===== src/rtl/cordic_stream_pkg.sv =====
// Shared definitions for the CORDIC input-stream arbiter.
//   arb_state_e : arbiter FSM encoding (idle / frame transfer)
//   DefaultDw   : default stream data width
//   SrcId0/1    : source ids carried on m_tid
package cordic_stream_pkg;

    typedef enum logic {
        StIdle = 1'b0,
        StXfer = 1'b1
    } arb_state_e;

    localparam int unsigned DefaultDw = 16;

    localparam logic SrcId0 = 1'b0;
    localparam logic SrcId1 = 1'b1;

endpackage


===== src/rtl/axis_out_reg.sv =====
// One-entry AXI-stream output register (data + tid + tlast).
// Ports:
//   clk, resetn           clock, async active-low reset
//   load                  capture in_* into the register this edge
//   in_tdata/tid/tlast    beat to capture
//   in_ready              register can take a beat this cycle
//   m_tvalid/tdata/tid/tlast, m_tready   downstream AXI stream
module axis_out_reg #(
    parameter int unsigned DW = 16
) (
    input  logic          clk,
    input  logic          resetn,
    input  logic          load,
    input  logic [DW-1:0] in_tdata,
    input  logic          in_tid,
    input  logic          in_tlast,
    output logic          in_ready,
    output logic          m_tvalid,
    input  logic          m_tready,
    output logic [DW-1:0] m_tdata,
    output logic          m_tid,
    output logic          m_tlast
);

    // Empty, or being drained this cycle: a new load replaces the entry without a bubble.
    assign in_ready = ~m_tvalid | m_tready;

    always_ff @(posedge clk or negedge resetn) begin
        if (!resetn) begin
            m_tvalid <= 1'b0;
            m_tdata  <= '0;
            m_tid    <= 1'b0;
            m_tlast  <= 1'b0;
        end else if (load) begin
            m_tvalid <= 1'b1;
            m_tdata  <= in_tdata;
            m_tid    <= in_tid;
            m_tlast  <= in_tlast;
        end else if (m_tready) begin
            m_tvalid <= 1'b0;
        end
    end

endmodule


===== src/rtl/cordic_stream_arb.sv =====
// Frame-granular round-robin arbiter sharing the CORDIC input stream between two sources.
// A source is granted for exactly FRAME_LEN beats; each beat carries its source id on m_tid
// and the final beat carries m_tlast. At least one idle cycle separates frames.
// Ports:
//   clk, resetn                      clock, async active-low reset
//   enable                           arbitrate new frames (never truncates a running frame)
//   s0_*, s1_*                       source AXI streams (tvalid/tready/tdata)
//   m_tvalid/tready/tdata/tid/tlast  stream to the CORDIC core
//   busy                             frame in progress or output beat pending
// Optional build macro CORDIC_ARB_STATS_EN adds frames0/frames1: completed-frame counters.
module cordic_stream_arb
    import cordic_stream_pkg::*;
#(
    parameter int unsigned DW        = DefaultDw,
    parameter int unsigned FRAME_LEN = 64,
    parameter int unsigned CNT_W     = 11
) (
    input  logic          clk,
    input  logic          resetn,
    input  logic          enable,
    input  logic          s0_tvalid,
    output logic          s0_tready,
    input  logic [DW-1:0] s0_tdata,
    input  logic          s1_tvalid,
    output logic          s1_tready,
    input  logic [DW-1:0] s1_tdata,
    output logic          m_tvalid,
    input  logic          m_tready,
    output logic [DW-1:0] m_tdata,
    output logic          m_tid,
    output logic          m_tlast,
`ifdef CORDIC_ARB_STATS_EN
    output logic [15:0]   frames0,
    output logic [15:0]   frames1,
`endif
    output logic          busy
);

    localparam logic [CNT_W-1:0] LastBeat = CNT_W'(FRAME_LEN - 1);

    arb_state_e       state;
    logic             grant;
    logic             last_grant;
    logic [CNT_W-1:0] beat_cnt;

    logic             out_ready;
    logic             sel_valid;
    logic [DW-1:0]    sel_data;
    logic             accept;
    logic             is_last;

    assign sel_valid = (grant == SrcId1) ? s1_tvalid : s0_tvalid;
    assign sel_data  = (grant == SrcId1) ? s1_tdata : s0_tdata;
    assign s0_tready = (state == StXfer) && (grant == SrcId0) && out_ready;
    assign s1_tready = (state == StXfer) && (grant == SrcId1) && out_ready;
    assign accept    = (state == StXfer) && sel_valid && out_ready;
    assign is_last   = (beat_cnt == LastBeat);
    assign busy      = (state != StIdle) || m_tvalid;

    // Grant decisions only look at registered state plus the valids sampled at the edge,
    // so there is no combinational path from s*_tvalid to the grant.
    always_ff @(posedge clk or negedge resetn) begin
        if (!resetn) begin
            state      <= StIdle;
            grant      <= SrcId0;
            last_grant <= SrcId1;
            beat_cnt   <= '0;
        end else begin
            unique case (state)
                StIdle: begin
                    if (enable && (s0_tvalid || s1_tvalid)) begin
                        if (s0_tvalid && s1_tvalid) begin
                            grant <= ~last_grant;
                        end else begin
                            grant <= s1_tvalid ? SrcId1 : SrcId0;
                        end
                        beat_cnt <= '0;
                        state    <= StXfer;
                    end
                end
                StXfer: begin
                    if (accept) begin
                        if (is_last) begin
                            last_grant <= grant;
                            beat_cnt   <= '0;
                            state      <= StIdle;
                        end else begin
                            beat_cnt <= beat_cnt + CNT_W'(1);
                        end
                    end
                end
                default: state <= StIdle;
            endcase
        end
    end

`ifdef CORDIC_ARB_STATS_EN
    always_ff @(posedge clk or negedge resetn) begin
        if (!resetn) begin
            frames0 <= '0;
            frames1 <= '0;
        end else if (accept && is_last) begin
            if (grant == SrcId1) begin
                frames1 <= frames1 + 16'd1;
            end else begin
                frames0 <= frames0 + 16'd1;
            end
        end
    end
`endif

    axis_out_reg #(
        .DW(DW)
    ) u_out (
        .clk      (clk),
        .resetn   (resetn),
        .load     (accept),
        .in_tdata (sel_data),
        .in_tid   (grant),
        .in_tlast (is_last),
        .in_ready (out_ready),
        .m_tvalid (m_tvalid),
        .m_tready (m_tready),
        .m_tdata  (m_tdata),
        .m_tid    (m_tid),
        .m_tlast  (m_tlast)
    );

endmodule


===== config.mk =====
export PLATFORM = sky130hd
export DESIGN_NAME = cordic_stream_arb
export DESIGN_NICKNAME = d
export VERILOG_FILES = /design/src/rtl/cordic_stream_pkg.sv /design/src/rtl/axis_out_reg.sv /design/src/rtl/cordic_stream_arb.sv
export SDC_FILE = /design/constraint.sdc
export NUM_CORES = 1
export LEC_CHECK = 0
export CAP_MARGIN = 20
export CELL_PAD_IN_SITES_DETAIL_PLACEMENT = 1
export CELL_PAD_IN_SITES_GLOBAL_PLACEMENT = 1
export CORE_ASPECT_RATIO = 1.4
export CORE_MARGIN = 2
export CORE_UTILIZATION = 35
export CTS_CLUSTER_DIAMETER = 30
export CTS_CLUSTER_SIZE = 12
export DETAILED_ROUTE_END_ITERATION = 10
export PLACE_DENSITY = 0.83
export SYNTH_ARGS = -nofsm -noshare
export SYNTH_HDL_FRONTEND = slang
export SYNTH_SLANG_ARGS = --single-unit

===== constraint.sdc =====
create_clock -name clk -period 3.2 [get_ports clk]
set_input_delay 0.8 -clock clk [delete_from_list [all_inputs] [get_ports clk]]
set_output_delay 0.8 -clock clk [all_outputs]
set_load 0.005 [all_outputs]

==> impl_metrics.ini, run 1 <==
[run_status]
status = finished, final reports clean

[die]
start_util = 0.365
chipWidth_um = 62.1
io_pins = 60
num_rows = 29
die_h_um = 85.3
coreArea_um2 = 4540
die-area_um2 = 5300

[synth]
yosys.area.top_type = dfrtp_1
synth_area_per_cell_um2 = 9.96
synth_area_um2 = 1650
yosys.cell_count.top_type = dfrtp_1
synthTopCellsByCount = dfrtp_1 (32), nand2_1 (26), o21ai_0 (22)
synthCells = 166
synth.distinct_cells = 37
synth-async-reset-ratio = 1.00
synth_ff_type = dfrtp_1
synthTopCellsByArea = dfrtp_1 (48%), mux2i_1 (10%), o21ai_0 (6.7%), nand2_1 (5.9%), and3_1 (1.9%)
syn_nets = 205
yosys_register_bits = 33
yosysWarnings = 0
yosysTopAreaCellShare = 0.484
yosysSeqAreaShare = 0.500
synth_edf_count = 0

[cts]
clkTransAtPathRegs_ns = 0.07
cts_hold_buf = 0
cts-root-buf = clkbuf_8
cts_resized = 0
cts_tree = done
cts_buffer_depth = 2
clock_latency_ns = 0.28
cts_inserted_buffers = 5
post-cts-setup-buffer-count = 0
htree_levels = 2
cts_sinks = 33

[placement]
port_buffers = 59
dp_cells = 284
gp_congestion = 0.812
pre_cts_ws_ns = 0.264
post-dp-hpwl_mm = 3.60

[sta]
setup_violations = 0
worst_pin_slew_ns = 0.504
fin_skew_ns = 0.00529
finalHoldViolCount = 0
min_period_over_period = 0.916
max-slew-margin-rel = 0.664
layout_min_cycle_time_ns = 2.93
slew_violations = 0
hold_slack_ns = 0.478
fmax_mhz = 341
setup_slack_ns = 0.269
setup_tns_ns = 0
rsz0062_at_grt = no

[finish]
stdcell_count = 292
area_growth_pct = 47.0
multi_input_area_um2 = 782
diodes = 0
drive_above_1_share = 0.100
fin_nets = 268
n_fill_cell = 517
seq_area_um2 = 827

[critical_path]
critPathMaxFanout = 4
critical_path.startpoint = m_tready
start_kind = primary input
worstPathArrival_ns = 2.13
required_ns = 2.40
r2r-end = beat_cnt[10]
r2r_slack_ns = 1.16
r2r-start = beat_cnt[7]
rr_worst_depth = 4
crit_type = primary input to output pin
cp-end-kind = output pin

[hold_path]
hold_end = u_out.m_tdata[8]
hp-start = u_out.m_tdata[8]
hold_depth = 2
min_path_type = flop to flop

[route]
postRouteAntennaNets = 0
drt_iter0_drc = 32
wire_per_inst_um = 16.1
vias = 1503
first_pass_iters = 4
avgViaCountPerCell = 5.15
wl_mm = 4.70
drc_errors = 0

[grt]
antenna_found_initial = 0
track_usage = 0.194
use_met2 = 0.339
grt_pass1_vias = 1555
use_met1 = 0.238
grt_max_degree = 34
grt_first_pass_wirelength_mm = 8.09
met3_usage = 0.0491
overflow = 0
grt.busiest_layer = met2

[power_and_ir_drop]
p_leak_nw = 1.09
p_per_area_nw_per_um2 = 711
ir_drop_uv = 520

[job]
drv_cap = 0
how the worst max path moves through the flow:
stage | endpoint | cells after the start
after floorplan | beat_cnt[2] | 6
after global placement | s1_tready | 4
after detailed placement | s0_tready | 4
after CTS | s0_tready | 4
after global routing | s0_tready | 4
final | s0_tready | 4
cell type report:
type	count	area share
multi-input cells	122	0.322
clock buffers	7	0.0396
well taps	62	0.0319
clock inverters	1	0.00206
inverters	2	0.00309
flip-flops and latches	33	0.340
repair buffers	65	0.261
placed cells by master (no fill, tap or decap), drive strengths merged:
| cell type | synthesis | layout |
|---|---|---|
| clkdlybuf4s50 | 0 | 59 |
| dfrtp | 32 | 32 |
| nand2 | 26 | 26 |
| o21ai | 22 | 22 |
| mux2i | 17 | 17 |
| nor2 | 9 | 9 |
| clkbuf | 6 | 7 |
| buf | 3 | 6 |
| and3 | 5 | 5 |
| nor3 | 5 | 5 |
| a21o | 4 | 4 |
| nand3 | 3 | 3 |
| nor3b | 3 | 3 |
| nand2b | 2 | 2 |
| inv | 2 | 2 |
| or3 | 2 | 2 |
| mux2 | 2 | 2 |
| nand4 | 2 | 2 |
| o311ai | 2 | 2 |
| o21a | 2 | 2 |
| a41oi | 2 | 2 |
| a31oi | 2 | 2 |
| or2 | 1 | 1 |
| nor2b | 1 | 1 |
| or4 | 1 | 1 |
| nor4 | 1 | 1 |
| and4 | 1 | 1 |
| a221o | 1 | 1 |
| o32ai | 1 | 1 |
| o31ai | 1 | 1 |
| a22o | 1 | 1 |
| nand3b | 1 | 1 |
| a32o | 1 | 1 |
| ha | 1 | 1 |
| clkinv | 0 | 1 |
| dfstp | 1 | 1 |
layer usage:
layer | up-vias | wire length (µm)
li1 | 724 | -
met1 | 726 | 2050
met4 | 0 | 53
met3 | 5 | 248
met5 | - | 0
met2 | 48 | 2350
worst max-delay path: stages:
cell,delay (ns)
clkdlybuf4s50_1,0.49
nor2b_1,0.08
nor3_1,0.19
clkdlybuf4s50_1,0.56
sequential cells by signal, summed over array words and instances, names as in the netlist:
signal and count:
grant 1, beat_cnt 11, u_out.m_tlast 1, u_out.m_tid 1, u_out.m_tvalid 1, state 1
u_out.m_tdata 16, last_grant 1
cells by family after synthesis:
logic type / share of synthesized area
fa+ha+maj: 0.00756
buf+inv: 0.0272
mux: 0.116
compound gates: 0.151
flops: 0.500
simple gates: 0.198
metrics by stage:
| step | util | power, mW | area, µm² |
|---|---|---|---|
| 3_5_place_dp | 0.514 | 1.40 | 2330 |
| 2_1_floorplan | - | 0.988 | 1650 |
| 5_1_grt | 0.536 | 1.86 | 2430 |
| 3_3_place_gp | 0.514 | 1.37 | 2330 |
| 6_report | 0.536 | 1.73 | 2430 |
| 4_1_cts | 0.536 | 1.75 | 2430 |
report_power, final:
part | switching (mW) | leakage (nW) | internal, mW | total, mW
registers | 0.0957 | 0.415 | 0.553 | 0.648
clock network | 0.150 | 0.0542 | 0.194 | 0.345
logic | 0.316 | 0.618 | 0.420 | 0.736
total | 0.562 | 1.09 | 1.17 | 1.73
No activity file was read; power rests on OpenSTA's default activity.
==> run 2, diff against run 1 <==
CAP_MARGIN = 40   (was 20)
CORE_MARGIN = default   (was 2)
clock period = 3.8 ns   (was 3.2 ns; I/O delays follow)
==> run 2 against run 1 <==
- sequential cell count is the same
- worst setup slack improved by 0.37 ns
- clock skew hardly changed
- via count grew 1.1%
- sequential power shrank 13%
- hold slack gained 0.0061 ns
- critical endpoint is now s1_tready
==> impl_metrics.ini, run 2 (same netlist as run 1, synthesis figures left out) <==
[sta]
layout_min_cycle_time_ns = 3.16
setup_tns_ns = 0
fin_skew_ns = 0.00550
finalHoldViolCount = 0
hold_slack_ns = 0.484
max-slew-margin-rel = 0.624
setup_violations = 0
worst_pin_slew_ns = 0.563
rsz0062_at_grt = no
slew_violations = 0
min_period_over_period = 0.833
fmax_mhz = 316

[power_and_ir_drop]
p_clk_frac = 0.200
p_leak_nw = 1.09
p_seq_frac = 0.385
p_per_area_nw_per_um2 = 599
switchingPower_uw = 474
p_int_uw = 982
sw_frac_of_total = 0.325
p_comb_frac = 0.415
total_power_mw = 1.46
ir_drop_uv = 436

[critical_path]
start_kind = primary input
cpMostUsedCell = clkdlybuf4s50_1
worstPathArrival_ns = 2.21
cpPeakStageDelay_ns = 0.50
required_ns = 2.85
crit_chain = clkdlybuf4s50_1, nand2b_1, and3_1, clkdlybuf4s50_1
cp-end-kind = output pin
rr_worst_depth = 5
critPathMaxFanout = 2
crit_type = primary input to output pin
cp_slowest_cell = clkdlybuf4s50_1

[finish]
largest_register_ffs = 16
postLayoutCoreUtil = 0.536
drive_above_1_share = 0.100
final_cell_mix = clkdlybuf4s50_1 (59), dfrtp_1 (32), nand2_1 (26)
largest-register = u_out.m_tdata
final_common_cell = clkdlybuf4s50_1
fin_nets = 268
largest_registers = u_out.m_tdata x16, beat_cnt x11
area_growth_pct = 47.0
diodes = 0

[route]
first_pass_iters = 4
drc_errors = 0
wl_mm = 4.41
wire_per_inst_um = 15.1
vias = 1520
drt_iter0_drc = 43
postRouteAntennaNets = 0
avgViaCountPerCell = 5.21

[cts]
cts_sinks = 33
cts_hold_buf = 0
post-cts-setup-buffer-count = 0
clock_latency_ns = 0.28
cts_tree = done
cts_inserted_buffers = 5
cts-root-buf = clkbuf_8
cts_resized = 0
htree_levels = 2
clkTransAtPathRegs_ns = 0.07
cts_buffer_depth = 2

[placement]
port_buffers = 59
post-dp-hpwl_mm = 3.45
gp_congestion = 0.809

[die]
num_rows = 29
start_util = 0.365
io_pins = 60
coreArea_um2 = 4540
die_h_um = 83.3
die-area_um2 = 5010
chipWidth_um = 60.1

[grt]
grt_pass1_vias = 1578
overflow = 0
antenna_found_initial = 0
grt_max_degree = 34
track_usage = 0.192
grt_first_pass_wirelength_mm = 7.19

[hold_path]
min_path_type = flop to flop
hold_depth = 2

[run_status]
status = finished, final reports clean

[job]
drv_cap = 0
-- run 2: cell counts in the layout (fill, tap and decap cells not counted) --
Identical to the previous run, type by type.
-- run 2: power by group through the flow --
stage / combinational [mW] / clock (mW) / sequential (mW)
3_3_place_gp: 0.589 / 0 / 0.560
2_1_floorplan: 0.291 / 0 / 0.541
6_report: 0.605 / 0.291 / 0.561
5_1_grt: 0.669 / 0.313 / 0.579
4_1_cts: 0.616 / 0.302 / 0.563
3_5_place_dp: 0.616 / 0 / 0.570
-- run 2: critical path, delay by kind of cell --
kind                   cells  cell delay (ns)
and+or+nand+nor            2             0.28
buffers and inverters      2             0.98
-- run 2: layout make-up --
class | count | area [µm²]
multi-input cells | 122 | 782
flip-flops and latches | 33 | 827
fillers | 501 | 2100
well taps | 62 | 77.6
clock inverters | 1 | 5.00
inverters | 2 | 7.51
repair buffers | 65 | 636
clock buffers | 7 | 96.3
-- run 2: metal layers --
metal  track usage  share of wire
met5             0              0
met4        0.0698          0.016
met3        0.0483          0.052
met1         0.240           0.44
met2         0.312           0.49
-- run 2: path summary, 6_finish.rpt --
check / from / to / slack, ns
max in group asynchronous: resetn / last_grant / 2.40
hold reg to reg: u_out.m_tdata[0] / u_out.m_tdata[0] / 0.48
setup reg to reg: grant / beat_cnt[7] / 1.44
hold / removal: u_out.m_tdata[0] / u_out.m_tdata[0] / 0.48
setup / recovery: m_tready / s1_tready / 0.64
min in group asynchronous: resetn / u_out.m_tdata[8] / 1.07
-- run 2: per-stage QoR --
step,cell area (µm²),setup slack (ns),instances
global placement,2330,0.670,284
floorplan,1650,1.60,166
global route,2430,0.593,292
CTS,2430,0.619,292
finish,2430,0.635,292
detailed placement,2330,0.625,284
